$ cat src/rtl/manchester_encoder.sv
// rtl/manchester_encoder.sv - Manchester line transmitter with bit FIFO and inter-frame gap.
// Optional training preamble before each frame: MANCHESTER_ENCODER_PREAMBLE_EN.
module manchester_encoder #(
  parameter int HALF_PERIOD   = 8,
  parameter int DEPTH         = 4,
  parameter int GAP_BITS      = 2,
  parameter int PREAMBLE_BITS = 2
) (
  input  logic                       clk,
  input  logic                       rst,
  input  logic                       in_data,
  input  logic                       in_clk,
  output logic                       out,
  output logic                       out_busy,
  output logic                       out_overflow,
  output logic [$clog2(DEPTH):0]     out_fill
);

  localparam int AW      = $clog2(DEPTH);
  localparam int GAP_LEN = GAP_BITS * 2 * HALF_PERIOD;
  localparam int CW      = $clog2(GAP_LEN);

  localparam logic [CW-1:0] HALF_LAST = CW'(HALF_PERIOD - 1);
  localparam logic [CW-1:0] GAP_LAST  = CW'(GAP_LEN - 1);
  localparam logic [AW:0]   FULL_CNT  = (AW + 1)'(DEPTH);

  localparam logic [2:0] S_IDLE   = 3'd0;
  localparam logic [2:0] S_FIRST  = 3'd1;
  localparam logic [2:0] S_SECOND = 3'd2;
  localparam logic [2:0] S_GAP    = 3'd3;
`ifdef MANCHESTER_ENCODER_PREAMBLE_EN
  localparam logic [2:0] S_PRE    = 3'd4;
  localparam int         PW       = $clog2(2 * PREAMBLE_BITS);
  localparam logic [PW-1:0] PRE_LAST = PW'(2 * PREAMBLE_BITS - 1);
`endif

  if (HALF_PERIOD < 1 || HALF_PERIOD > 255 || DEPTH < 2 || DEPTH > 16 ||
      (DEPTH & (DEPTH - 1)) != 0 || GAP_BITS < 1 || GAP_BITS > 15 ||
      PREAMBLE_BITS < 1) begin : g_bad_param
    $error("manchester_encoder: parameter out of range");
  end

  logic [DEPTH-1:0] r_mem;
  logic [AW:0]      r_wr_ptr;
  logic [AW:0]      r_rd_ptr;
  logic [2:0]       r_state;
  logic [CW-1:0]    r_cnt;
  logic             r_out;
  logic             r_overflow;
`ifdef MANCHESTER_ENCODER_PREAMBLE_EN
  logic [PW-1:0]    r_pre_idx;
`endif

  logic [AW:0] w_fill;
  logic        w_empty;
  logic        w_full;
  logic        w_head;
  logic        w_half_done;
  logic        w_pop;
  logic        w_push;
  logic        w_drop;

  assign w_fill      = r_wr_ptr - r_rd_ptr;
  assign w_empty     = (w_fill == '0);
  assign w_full      = (w_fill == FULL_CNT);
  assign w_head      = r_mem[r_rd_ptr[AW-1:0]];
  assign w_half_done = (r_cnt == HALF_LAST);

  // A pop frees a slot in the same edge, so a full FIFO still accepts a write then.
  always_comb begin
    w_pop = 1'b0;
    case (r_state)
`ifdef MANCHESTER_ENCODER_PREAMBLE_EN
      S_PRE:    w_pop = w_half_done && (r_pre_idx == PRE_LAST);
`else
      S_IDLE:   w_pop = !w_empty;
`endif
      S_SECOND: w_pop = w_half_done && !w_empty;
      default:  w_pop = 1'b0;
    endcase
  end

  assign w_push = in_clk && (!w_full || w_pop);
  assign w_drop = in_clk && w_full && !w_pop;

  always_ff @(posedge clk) begin
    if (w_push) begin
      r_mem[r_wr_ptr[AW-1:0]] <= in_data;
    end
  end

  always_ff @(posedge clk) begin
    if (rst) begin
      r_wr_ptr   <= '0;
      r_rd_ptr   <= '0;
      r_state    <= S_IDLE;
      r_cnt      <= '0;
      r_out      <= 1'b0;
      r_overflow <= 1'b0;
`ifdef MANCHESTER_ENCODER_PREAMBLE_EN
      r_pre_idx  <= '0;
`endif
    end else begin
      if (w_push) r_wr_ptr <= r_wr_ptr + (AW + 1)'(1);
      if (w_pop)  r_rd_ptr <= r_rd_ptr + (AW + 1)'(1);
      if (w_drop) r_overflow <= 1'b1;

      case (r_state)
        S_IDLE: begin
          r_cnt <= '0;
          r_out <= 1'b0;
          if (!w_empty) begin
`ifdef MANCHESTER_ENCODER_PREAMBLE_EN
            r_state   <= S_PRE;
            r_pre_idx <= '0;
            r_out     <= 1'b1;
`else
            r_state <= S_FIRST;
            r_out   <= ~w_head;
`endif
          end
        end

        S_FIRST: begin
          if (w_half_done) begin
            r_state <= S_SECOND;
            r_cnt   <= '0;
            r_out   <= ~r_out;
          end else begin
            r_cnt <= r_cnt + CW'(1);
          end
        end

        // Back-to-back bits stay in the frame; an empty FIFO closes it.
        S_SECOND: begin
          if (w_half_done) begin
            r_cnt <= '0;
            if (!w_empty) begin
              r_state <= S_FIRST;
              r_out   <= ~w_head;
            end else begin
              r_state <= S_GAP;
              r_out   <= 1'b0;
            end
          end else begin
            r_cnt <= r_cnt + CW'(1);
          end
        end

        S_GAP: begin
          r_out <= 1'b0;
          if (r_cnt == GAP_LAST) begin
            r_state <= S_IDLE;
            r_cnt   <= '0;
          end else begin
            r_cnt <= r_cnt + CW'(1);
          end
        end

`ifdef MANCHESTER_ENCODER_PREAMBLE_EN
        // Preamble '0' bits are a plain 1/0 alternation of half periods.
        S_PRE: begin
          if (w_half_done) begin
            r_cnt <= '0;
            if (r_pre_idx == PRE_LAST) begin
              r_state <= S_FIRST;
              r_out   <= ~w_head;
            end else begin
              r_pre_idx <= r_pre_idx + PW'(1);
              r_out     <= ~r_out;
            end
          end else begin
            r_cnt <= r_cnt + CW'(1);
          end
        end
`endif

        default: begin
          r_state <= S_IDLE;
          r_cnt   <= '0;
          r_out   <= 1'b0;
        end
      endcase
    end
  end

  assign out          = r_out;
  assign out_busy     = (r_state != S_IDLE);
  assign out_overflow = r_overflow;
  assign out_fill     = w_fill;

endmodule

$ cat config.mk
export PLATFORM = sky130hd
export DESIGN_NAME = manchester_encoder
export DESIGN_NICKNAME = d
export VERILOG_FILES = /design/src/rtl/manchester_encoder.sv
export SDC_FILE = /design/constraint.sdc
export NUM_CORES = 1
export LEC_CHECK = 0
export ABC_AREA = 1
export BUFFER_PORTS_ARGS = -buffer_cell sky130_fd_sc_hd__buf_4
export CORE_ASPECT_RATIO = 1.5
export CORE_MARGIN = 5
export CORE_UTILIZATION = 52
export DETAILED_ROUTE_END_ITERATION = 12
export HOLD_SLACK_MARGIN = 0.05
export PLACE_DENSITY = 0.82
export SYNTH_ARGS = -nofsm -noshare
export SYNTH_HDL_FRONTEND = slang
export SYNTH_SLANG_ARGS = --single-unit
$ cat constraint.sdc
create_clock -name clk -period 1.8 [get_ports clk]
set_input_delay 0.09 -clock clk [delete_from_list [all_inputs] [get_ports clk]]
set_output_delay 0.09 -clock clk [all_outputs]
set_load 0.05 [all_outputs]
# ---- Yosys cells after proc, flatten, opt, wreduce, memory -nomap -nowiden
# Index checks and enable logic that the tools add are counted.
dict set report totals {
  regBits 20
  output_inout_bits 6
  elab_cells 60
}
dict set report classes {
  addsub 4
  n_lt_le_gt_ge 3
  eq_ne 10
  mux 19
  n_bitwise 2
  n_reduce_logical 15
}
# op count
set op_table {}
lappend op_table {{$mux W3} 4}
lappend op_table {{$pmux W3 S4} 1}
lappend op_table {{$mux W5} 2}
lappend op_table {{$pmux W5 S2} 1}
lappend op_table {{$ne A2 B2 Y1 const B} 4}
lappend op_table {{$add A3 B1 Y3 const B} 2}
lappend op_table {{$eq A3 B2 Y1 const B} 2}
lappend op_table {{$logic_not A3 Y1} 2}
lappend op_table {{$lt A2 B3 Y1 const B} 2}
lappend op_table {{$add A5 B1 Y5 const B} 1}
lappend op_table {{$eq A5 B3 Y1 const B} 1}
lappend op_table {{$eq A5 B5 Y1 const B} 1}
lappend op_table {{$logic_and A1 B1 Y1} 5}
lappend op_table {{$mux W1} 5}
lappend op_table {{$bwmux W4} 1}
lappend op_table {{$reduce_and A4 Y1} 1}
lappend op_table {{$eq A3 B1 Y1 const B} 1}
lappend op_table {{$eq A3 B3 Y1 const B} 1}
lappend op_table {{$logic_not A1 Y1} 3}
lappend op_table {{$pmux W1 S3} 1}
lappend op_table {{$reduce_bool A3 Y1} 1}
lappend op_table {{$sub A3 B3 Y3} 1}
lappend op_table {{$bmux W1 S2} 1}
lappend op_table {{$demux W1 S2} 1}
lappend op_table {{7 further kinds} 8}

# ---- Logic depth before layout (Yosys ltp)
dict set report depth {
  word_depth 7
  ltp_mapped 11
}

# ---- Worst setup path before layout
# Ideal clock, no wire load.
dict set report synth_timing {
  path_type {register to register}
  startpoint {register r_wr_ptr[0]}
  endpoint {register r_mem[0], enable pin}
  setup_time_ns 0.298
  arrival_ns 1.563
  required_ns 1.502
  slack_ns -0.062
  path_stages_with_launch 9
  cell_sequence {dfxtp_1 -> inv_1 -> ha_1 -> fa_1 -> nand3_2 -> nand2_4 -> nand3_4 -> nand2_4 -> nor2_1}
}
dict set report synth_via {
  elab_chain_len 7
  elab_cells_between_ends 9
  cone_classes {1 x add/sub; 1 x eq/ne; 1 x mux; 6 x reduce/logical}
}
# item line_no
set synth_rtl {}
lappend synth_rtl {{start, declared} 44} ;# logic [AW:0] r_wr_ptr;
lappend synth_rtl {{start signal, assigned} 104} ;# if (w_push) r_wr_ptr <= r_wr_ptr + (AW + 1)'(1);
lappend synth_rtl {{$sub A3 B3 Y3 (*)} 63} ;# assign w_fill = r_wr_ptr - r_rd_ptr;
lappend synth_rtl {{net out_fill[2]} 16} ;# output logic [$clog2(DEPTH):0] out_fill
lappend synth_rtl {{$logic_not A3 Y1} 64} ;# assign w_empty = (w_fill == '0);
lappend synth_rtl {{$logic_not A1 Y1} -}
lappend synth_rtl {{$logic_and A1 B1 Y1} 78} ;# S_SECOND: w_pop = w_half_done && !w_empty;
lappend synth_rtl {{$pmux W1 S2} 72} ;# case (r_state)
lappend synth_rtl {{$logic_or A1 B1 Y1 (*)} 83} ;# assign w_push = in_clk && (!w_full || w_pop);
lappend synth_rtl {{$logic_and A1 B1 Y1 (*)} 83}
lappend synth_rtl {{end signal, assigned by index} 88} ;# r_mem[r_wr_ptr[AW-1:0]] <= in_data;
lappend synth_rtl {{end, declared} 43} ;# logic [DEPTH-1:0] r_mem;
# The timed path passes the listed nets; every way through them passes the cells marked *.
# A chain may end at the register's enable or synchronous reset.

# ---- Worst setup path in the final report
dict set report layout_timing {
  startpoint {register r_wr_ptr[0]}
  endpoint {register r_mem[0], enable pin}
}
dict set report layout_via {
  elab_chain_len 7
  elab_cells_between_ends 9
  cone_classes {1 x add/sub; 1 x eq/ne; 1 x mux; 6 x reduce/logical}
}
# item line_no
set layout_rtl {}
lappend layout_rtl {{$sub A3 B3 Y3 (*)} 63}
lappend layout_rtl {{$logic_not A3 Y1} 64}
lappend layout_rtl {{$logic_not A1 Y1} -}
lappend layout_rtl {{$logic_and A1 B1 Y1} 78}
lappend layout_rtl {{$pmux W1 S2} 72}
lappend layout_rtl {{$logic_or A1 B1 Y1 (*)} 83}
lappend layout_rtl {{$logic_and A1 B1 Y1 (*)} 83}
# Mark *: on every way between the ends. The rest lies on a longest branch, timed or not.

==> results <==
- The flow ran to the end, but the final reports show violations.
- The final reports fail on negative setup slack.
- 0 antenna diodes ended up in the layout.
- CTS saw 19 sinks.
- Counting flops with a built-in enable in the synthesized netlist gives 4.
- Net switching is 51.1% of the power.
- The synthesized area per cell is 7.72 um2.
- For flop-to-flop paths, the worst setup slack is -3 ps.
- The largest total area in the synthesized netlist belongs to dfxtp_1.
- The leakage dissipation is about 0.7 nW.
- The relative max-transition margin is between 80% and 90%.
- The pre-antenna-repair detailed-routing pass consisted of 4 iterations.
- The clock tree from TritonCTS is done.
- In this run, synthesis produced a sequential element count of 19.
- Between clock sinks in the finished design, the worst skew comes to about 6 ps.
- After clock tree synthesis, the clock-pin slew on the worst setup and hold paths is ~110 ps.
- Entering global routing, the biggest net connects 12 pins.
- The instance count on the critical path is 8.
- The post-synth net total is between 150 and 200.
- For this run, the share of the core covered by cells in the final layout is 69.4%.
- Across all setup checks in the final design, the least slack found is -3.36 ps.
- The mean routed wirelength per cell is 13.7 um.
- The routed design has ~2700 um of wire.
- The number of antenna violations at the first check in global routing came to 0.
- In the global route stage, overall resource usage came out at about 17%.
- In this run the worst path has a maximum fanout of 7.
- The area of all sequential standard cells is 423 um2.
- The register share of total power is 24.4%.
- The number of nets in the layout is between 150 and 200.
- Along the worst hold path, the cell count comes to 3.
- The post-detailed-route via-to-cell ratio is slightly above 5.
- The final-report hold violation count is 0.
- The number of max-slew violations in the final report is 0.
- The combinational fraction of design power is 65.7%.
- The number of DRC markers in iteration 0 is 28.
- Once the floorplan was initialized, standard cells occupied 53.5% of the core.
- After floorplanning, the core was divided into 21 placement rows.
- The total number of vias is between 1000 and 1500.
- Clock tree synthesis inserted a total of 3 buffers.
- Sorting the synthesized cells by how often they occur yields inv_1 (31), nand2_1 (30), dfxtp_1 (15), nor2_1 (15), ha_1 (13).
- Counting I/O delays and the setup requirement, the final critical path takes approximately 1800 ps.
- For this run, the register share of the synthesized area comes to 36.1%.
- The largest buffer count on any clock path is 2.
- In the routed design, unresolved DRC markers number 0.
- The first global-routing pass estimated ~4300 um of wire.
- The arrival time of the worst setup path is 1910 ps.
- The area growth from synthesis to layout is 29.7%.
- The portion of synthesized cell area occupied by the leading cell type is between 20% and 30%.
- The post-route fraction of the period consumed by the critical path is 100%.
- Of the cells placed in the final design, the portion with a size suffix greater than 1 is 32.9%.
- Routability-driven placement finished with a final weighted congestion of 0.808.
- The multi-input combinational cells in the finished layout cover a total of roughly 750 um2.
- The die width is 48.7 um.
- The number of distinct library cell variants in the gate-level netlist after synthesis is 23.
- After synthesis, the share of flip-flops with an asynchronous set or reset is 0%.
- The number of global-route vias before repair came to just over 1000.
- The analysis attributes to net switching a power of 0.00120 W.
- The final setup violation count is 1.
- The worst setup path is captured at a register.
- The number of cells in the finished layout apart from fillers is a little under 200.
- The number of violations of the max-capacitance limit is 0.
- The floorplan die height is between 60 and 70 um.
- The highest attainable clock frequency is 555 MHz.
- After filler insertion, the fill cell instance count of the layout stands at roughly 160.
- Traced cell by cell, the critical path runs through inv_2, ha_4, fa_2, nand2_2, inv_4, nand3_4, nand2_8, nor2_4.
- The most common cell in the synthesized netlist is inv_1.
- After synthesis, the cell types taking the most area are dfxtp_1 (26%), ha_1 (14%), edfxtp_1 (10%), inv_1 (10%), nand2_1 (9.7%).
- Synthesis produced approximately 150 cells.
- For this run, the leading register cell type out of synthesis is dfxtp_1.
- The number of buffers and inverters on the critical path is 2.
- The cell area that synthesis handed to floorplanning was between 1000 and 1500 um2.
- The length in cells of the worst reg-to-reg path is 8.
- At the pin with the least slew margin, the transition time is about 220 ps.
- The tightest min-delay check is of the primary input to register type.
- The die covers between 3000 and 4000 um2.
- The pre-CTS setup slack is 2.60 ps.
- The number of placed instances, taps included, is around 190.
- The critical-path cell with the highest stage delay is fa_2.
- The critical path startpoint category is a register.
- The sum of net half-perimeters after detailed placement is roughly 1800 um.
- Pin placement for this block handled 10 I/O pins.
- The region available for standard cell placement spans between 2000 and 2500 um2.
- The post-detailed-route count of antenna-violating nets is 0.
- The worst-case hold path end point is r_wr_ptr[1].
- Dividing total power by cell area gives a power density of between 1500 and 2000 nW/um2.
- Tracing the worst setup path back leads to its startpoint at r_wr_ptr[0].
- In this run the tool buffered the top-level ports with 9 buffer cells.
- The beginning of the worst hold path is in_clk.
- The number of warnings issued by yosys is 0.
- The start-to-end type of the worst setup path is register to register.
- The clock power share is 9.9%.
- The endpoint identified for the worst register-to-register timing path is r_mem[0].
- The family with the most delay on the worst path is adder cells.
- CTS built an H-tree with a depth of 1.
- After global routing the overflow that remains totals 0.
- The origin of the critical flop-to-flop path is r_wr_ptr[0].
- The clock latency of the later-clocked register in the worst-skew pair is 320 ps.
- IR analysis of the VDD net gives a maximum drop of ~940 uV.
- Setup repair after global routing could not meet its margin everywhere.
- The delay of the slowest critical-path stage is 550 ps.
- For the worst setup path, the data required time is ~1900 ps.
- Internal power comes to approximately 0.0012 W.
- In this run the clock root is driven by a clkbuf_4.
-- cell families (layout without fill, tap and decap cells) --
family	count (synthesis)	after routing	synth area share [%]
compound gates	16	16	8.26
xor+xnor	3	3	2.25
fa+ha+maj	14	14	15.7
buf+inv	33	55	10.6
flops	19	19	36.1
simple gates	66	66	27.1
-- through the flow --
stage | setup TNS (ps) | power (W) | area [um2] | hold WS (ps)
final | -3.36 | 0.00235 | 1510 | 78.1
after global routing | -349 | 0.00252 | 1510 | 80.6
after CTS | 0 | 0.00212 | 1410 | 78.2
after detailed placement | 0 | 0.00178 | 1310 | 299
after global placement | 0 | 0.00174 | 1310 | 291
after floorplan | 0 | 0.00150 | 1180 | 189
-- what timing repair did --
item                                    in CTS  in global routing
hold buffers                                 2                  0
cloned                                       0                  0
gates resized for setup                     13                 23
setup buffers                                2                  2
pin swaps                                    6                  9
endpoints found under the hold margin       10                  0
endpoints found under the setup margin      10                 15
-- cells in the final DEF (no fill, tap or decap), drive strengths merged --
master       Yosys  routed
o22ai            1       1
ha              13      13
and2             1       1
buf              0      17
nand3           12      12
clkbuf           1       3
nor2            15      15
dlygate4sd3      0       2
a21oi           11      11
o21ai            4       4
fa               1       1
nand4            2       2
nand2           35      35
xor2             3       3
edfxtp           4       4
inv             32      32
nor3             1       1
clkinv           0       1
dfxtp           15      15
-- flip-flops by register name, indices dropped and copies added (netlist names) --
name and count:
out 1, r_wr_ptr 3, r_mem 4, r_state 2, r_rd_ptr 3, r_cnt 5
out_overflow 1
-- worst reg2reg max path: stages (launching register included) --
cell and delay [ps]:
dfxtp_2 360, inv_2 50, ha_4 150, fa_2 550
nand2_2 80, inv_4 90, nand3_4 110, nand2_8 140
nor2_4 50
-- area by class of cell --
type	count	share of cell area, %
clock inverters	1	0.331
clock buffers	3	1.49
well taps	23	1.90
inverters	32	8.11
multi-input cells	99	49.7
flip-flops and latches	19	28.0
repair buffers	19	10.5
-- layer usage --
metal,wire length [um],part of all wire (%),vias up,GRT usage [%]
met1,997,37,462,15.8
met4,137,5.1,0,12.5
met3,92,3.4,11,3.05
met2,1450,54,27,32.0
li1,-,-,515,-
met5,0,0,-,0
-- power groups by stage --
stage	Combinational (W)	Sequential [W]	Clock [W]
floorplan	0.000887	0.000609	0
global placement	0.00117	0.000571	0
detailed placement	0.00121	0.000574	0
CTS	0.00131	0.000569	0.000235
global route	0.00169	0.000582	0.000249
finish	0.00155	0.000574	0.000233
-- worst max-delay path by stage --
stage                              to  slack, ps
final                        r_mem[0]         -3
after global routing       r_state[0]        -80
after CTS                    r_mem[3]        0.7
after detailed placement  r_rd_ptr[1]          3
after global placement       r_mem[0]         50
after floorplan              r_mem[0]          5
Power figures use the tool's default switching activity.
